==> src/rtl/lfsr_stream_checker_pkg.sv <==
// Shared constants for the LFSR stream checker: generator taps, FSM encoding, default width.
package lfsr_stream_checker_pkg;

    localparam int DEFAULT_W = 16;

    // Must stay identical to the generator's taps or the checker never locks.
    localparam int TAP0 = 0;
    localparam int TAP1 = 2;
    localparam int TAP2 = 3;
    localparam int TAP3 = 5;

    localparam logic [1:0] SEED   = 2'd0;
    localparam logic [1:0] VERIFY = 2'd1;
    localparam logic [1:0] LOCKED = 2'd2;

endpackage

==> src/rtl/lfsr_stream_checker_predictor.sv <==
// Local copy of the generator register: fills from the received stream or free-runs
// on its own feedback, and exposes the predicted next bit.
module lfsr_predictor
    import lfsr_stream_checker_pkg::*;
#(
    parameter int W = DEFAULT_W
) (
    input  logic clk,
    input  logic reset,
    input  logic en,
    input  logic load_ext,
    input  logic ext_bit,
    output logic pred,
    output logic next_zero
);

    logic [W-1:0] s_q, s_d;

    assign pred = s_q[TAP0] ^ s_q[TAP1] ^ s_q[TAP2] ^ s_q[TAP3];

    // In feedback mode the received bit is ignored so line errors never reach the register.
    always_comb begin
        s_d = s_q;
        if (en) begin
            s_d = {(load_ext ? ext_bit : pred), s_q[W-1:1]};
        end
    end

    assign next_zero = (s_d == '0);

    always_ff @(posedge clk or negedge reset) begin
        if (!reset) begin
            s_q <= '0;
        end else begin
            s_q <= s_d;
        end
    end

endmodule

==> config.mk <==
export PLATFORM = sky130hd
export DESIGN_NAME = lfsr_predictor
export DESIGN_NICKNAME = d
export VERILOG_FILES = /design/src/rtl/lfsr_stream_checker_pkg.sv /design/src/rtl/lfsr_stream_checker_predictor.sv
export SDC_FILE = /design/constraint.sdc
export NUM_CORES = 1
export LEC_CHECK = 0
export ABC_AREA = 1
export BUFFER_PORTS_ARGS = -buffer_cell sky130_fd_sc_hd__buf_4
export CORE_MARGIN = 8
export CORE_UTILIZATION = 30
export CTS_CLUSTER_SIZE = 8
export DETAILED_ROUTE_END_ITERATION = 16
export PLACE_DENSITY = 0.46
export SYNTH_ARGS = -nofsm -noshare
export SYNTH_HDL_FRONTEND = slang
export SYNTH_SLANG_ARGS = --single-unit
==> constraint.sdc <==
create_clock -name clk -period 2.8 [get_ports clk]
set_clock_uncertainty 0.2 [all_clocks]
set_input_delay 0 -clock clk [delete_from_list [all_inputs] [get_ports clk]]
set_output_delay 0 -clock clk [all_outputs]
set_load 0.02 [all_outputs]
Word-level counts from Yosys, hierarchy flattened
Index checks and enable logic that the tools add are counted.
W data, S select, Z words.
{"block": "totals", "regBits": 16, "input_bits": 5, "out_inout_bits": 2, "elab_cells": 7}
{"block": "op_classes", "n_mux": 2, "n_bitwise": 3, "reduce_logical": 1}
{"op": "$logic_not A16 Y1", "count": 1}
{"op": "$mux W16", "count": 1}
{"op": "$xor A1 B1 Y1", "count": 3}
{"op": "$mux W1", "count": 1}

Depth between registers and ports, before layout
{"block": "logic_depth", "depth_word": 6, "ltp_mapped": 10, "ltp_nobuf": 8}

Worst setup path before layout
OpenSTA, ideal clock, no wires.
{"block": "synth_timing", "kind": "register to output", "start": "register s_q[3]", "end": "output next_zero", "arrival_ps": 1089, "required_ps": 2600, "slack_ps": 1511, "path_stages_with_launch": 8, "n_path_buf": 0, "path_cell_list": "dfrtp_1 > nand2_1 > nand2_1 > nor2_1 > nand2_1 > nor2_1 > nand2_1 > nor2_1"}
{"block": "synth_between", "word_cells_on_any_way": 5, "classes_between": "mux: 2; bitwise: 2; reduce/logical: 1"}
{"element": "from (decl)", "line": "lfsr_stream_checker_predictor.sv:17", "rtl": "logic [W-1:0] s_q, s_d;"}
{"element": "from (signal assigned)", "line": "lfsr_stream_checker_predictor.sv:33", "rtl": "s_q <= '0;"}
{"element": "from (signal assigned)", "line": "lfsr_stream_checker_predictor.sv:35", "rtl": "s_q <= s_d;"}
{"element": "$mux W16", "line": "lfsr_stream_checker_predictor.sv:24", "rtl": "if (en) begin"}
{"element": "named net s_d[2]", "line": "lfsr_stream_checker_predictor.sv:17"}
{"element": "$logic_not A16 Y1", "line": "lfsr_stream_checker_predictor.sv:29", "rtl": "assign next_zero = (s_d == '0);"}
{"element": "to (decl)", "line": "lfsr_stream_checker_predictor.sv:14", "rtl": "output logic next_zero"}
The timed path passes the listed nets, and every way through them passes these cells.

Worst setup path in the final report
{"block": "layout_timing", "start": "register s_q[3]", "end": "output next_zero"}
{"block": "layout_between", "elab_chain_len": 5}
{"element": "$xor A1 B1 Y1 (2 in a row)", "line": "lfsr_stream_checker_predictor.sv:19", "rtl": "assign pred = s_q[TAP0] ^ s_q[TAP1] ^ s_q[TAP2] ^ s_q[TAP3];"}
{"element": "$mux W1", "line": "lfsr_stream_checker_predictor.sv:25", "rtl": "s_d = {(load_ext ? ext_bit : pred), s_q[W-1:1]};"}
{"element": "$mux W16", "line": "lfsr_stream_checker_predictor.sv:24"}
{"element": "named net s_d[15]", "line": "lfsr_stream_checker_predictor.sv:17"}
{"element": "$logic_not A16 Y1", "line": "lfsr_stream_checker_predictor.sv:29"}
The timed path passes the listed nets, and every way through them passes these cells.

==> run_results.csv <==
group,metric,value,unit
outcome,outcome,"finished, final reports clean",
floorplanning,io_pins,7,
cts,cts_made_buffers,3,
worst_setup_path,cp.required,2.60,ns
power,leakagePower,0.535,nW
global_routing,grt_pass1_wl,2730,µm
routing,drc_errors,0,
synthesis,yosys_warnings,0,
synthesis,ys_top_cells_by_count,"nand2_1, dfrtp_1, inv_1, nor2_1, nand2_2",
placement,place_area,873,µm²
synthesis,synth-edff-count,0,
synthesis,ys_types,13,
synthesis,synth_ff_type,"dfrtp_1",
floorplanning,row_count,19,
worst_setup_path,path_cells,"nand2_1, inv_1, nor2_1, nand2_1, nand3_1, nand2_1, dlygate4sd3_1, nand2_1, nor2_1, buf_4",
routing,dr.pass1.iters,4,
timing,setup_viol,0,
floorplanning,initial_utilization,0.306,
finish,area_delta_synth_final,14.9,%
cts,clockBufferDepth,2,
synthesis,synthesis.area,823,µm²
synthesis,synth_top_cells_by_area,"dfrtp_1, nand2_1, nand2_2",
routing,drt_first_iter_violations,20,
cts,htreeDepth,1,
worst_setup_path,cpMostUsedCell,"nand2_1",
routing,vias,649,
finish,top_register,"s_q",
finish,multi_input_area,334,µm²
timing,rsz0062_at_grt,"no",
finish,final-seq-area,400,µm²
routing,viasPerCell,4.24,
finish,drive_above_1_share,0.189,
worst_setup_path,crit_slowest_cell,"dlygate4sd3_1",
cts,clk_latency,0.27,ns
global_routing,grt_pass1_vias,660,
floorplanning,die_area,0.00468,mm²
finish,final_nets,129,
global_routing,overflow,0,
timing,fin_crit,2.17,ns
synthesis,ys_ff_latch,16,
cts,root_buffer,"clkbuf_4",
power,ir_drop,0.245,mV
routing,wire_per_inst,9.99,µm
finish,largest_register_ffs,16,
worst_setup_path,slowest_delay,0.56,ns
finish,num_antenna_cells,0,
timing,finalMaxSlewViolations,0,
worst_setup_path,worst-path-buf-inv,3,
cts,numClockSinks,16,
global_routing,grt_max_degree,18,
finish,num-fill-cells,298,
timing,tightest_slew,0.749,ns
worst_setup_path,end_kind,"primary output",
worst_setup_path,critPathTopFamily,"buffers and inverters",
cts,cts_tree,"yes",
floorplanning,die_h,68.4,µm
synthesis,syn_nets,116,
placement,io_buffers,6,
synthesis,synth.avg_cell_area,7.42,µm²
worst_setup_path,critPathLaunchType,"register",
finish,fin_area,946,µm²
placement,place.gp.congestion,0.714,
floorplanning,core,0.00269,mm²
synthesis,seq_area_frac_synth,0.486,
worst_setup_path,worst-setup-path-type,"register to primary output",
synthesis,ys_async_sr_fraction,1.00,
floorplanning,die_x,68.4,µm
synthesis,synth_most_common_cell,"nand2_1",
cts,clk_pin_slew,0.09,ns
synthesis,synth_top_area_share,0.486,
synthesis,yosys.area.top_type,"dfrtp_1",
timing,fmax,462,MHz
power,powerDensity,595,mW/mm²
global_routing,antenna_found_initial,0,
routing,routed_wl,1530,µm
timing,hold_violations,0,
cts,cts_resized,0,
placement,dp.final_hpwl,1090,µm
finish,reg_top3,"s_q: 16 flops",
synthesis,netlist_instances,111,
timing,relSlewSlack,0.499,
routing,ant_nets,0,
cts,hold_buffers,5,
worst_setup_path,worstPathMaxFanout,5,
worst_setup_path,crit_arrival,1.97,ns
hold_path,min-delay-path-class,"register to register",
run,cap_violations,0,
global_routing,grtUsageTotal,0.0756,
timing,setup_tns,0,ns
timing,fin_crit_sh,0.773,
cts,cts_setup_buffers,0,
per-layer routing:
layer | track usage | vias to the layer above | share of wire
li1 | - | 345 | -
met1 | 0.0904 | 296 | 0.46
met2 | 0.129 | 8 | 0.49
met3 | 0.0196 | 0 | 0.049
met4 | 0.0230 | 0 | 0
met5 | 0 | - | 0
placed cells by master (no fill, tap or decap):
cell | netlist | routed
nor2_2 | 1 | 1
buf_4 | 1 | 6
o21ai_1 | 1 | 1
nand2_1 | 50 | 50
nand2_4 | 1 | 1
inv_1 | 13 | 13
nor2_1 | 12 | 12
clkbuf_4 | 0 | 3
nand3_1 | 2 | 2
dlygate4sd3_1 | 0 | 5
inv_4 | 1 | 1
nand2_2 | 11 | 11
dfrtp_1 | 16 | 16
path summary, 6_finish.rpt:
path                                  start                end  slack [ns]  depth (start not counted)
setup / recovery           s_q[3]$_DFF_PN0_          next_zero        0.63                         10
hold / removal             s_q[9]$_DFF_PN0_   s_q[9]$_DFF_PN0_        0.30                          2
setup reg to reg           s_q[3]$_DFF_PN0_  s_q[15]$_DFF_PN0_        1.04                          8
hold reg to reg            s_q[9]$_DFF_PN0_   s_q[9]$_DFF_PN0_        0.30                          2
max in group asynchronous             reset   s_q[6]$_DFF_PN0_        1.27                          3
min in group asynchronous             reset  s_q[13]$_DFF_PN0_        0.66                          3
metrics by stage:
stage / hold slack, ns / util / std cells / power (W) / setup slack, ns
finish: 0.302 / 0.352 / 153 / 0.000563 / 0.635
global route: 0.334 / 0.352 / 153 / 0.000614 / 0.433
CTS: 0.306 / 0.352 / 153 / 0.000576 / 0.602
detailed placement: -0.327 / 0.325 / 145 / 0.000449 / 1.45
global placement: -0.325 / 0.325 / 145 / 0.000446 / 1.47
floorplan: -0.496 / - / 111 / 0.000409 / 1.51
cell families after synthesis:
kind of cell / count (synthesis) / share of synthesized area
flops: 16 / 0.486
compound gates: 1 / 0.00607
simple gates: 77 / 0.400
buf+inv: 17 / 0.108
area by class of cell:
class                   instances  share of cell area
flip-flops and latches         16               0.423
repair buffers                 11               0.101
multi-input cells              78               0.353
inverters                      14              0.0582
clock buffers                   3              0.0238
well taps                      31              0.0410
power by group:
group          internal [W]  total (W)  switching (W)
clock network     0.0000497   0.000114      0.0000646
logic             0.0000619   0.000154      0.0000920
registers          0.000268   0.000295      0.0000266
total              0.000380   0.000563       0.000183
tightest hold or removal path, cell delays in order, from the launching register on:
cell and delay, ns:
dfrtp_1 0.36, nand2_2 0.06, nand2_2 0.05
Note: power is estimated with default switching activity, not from simulation.
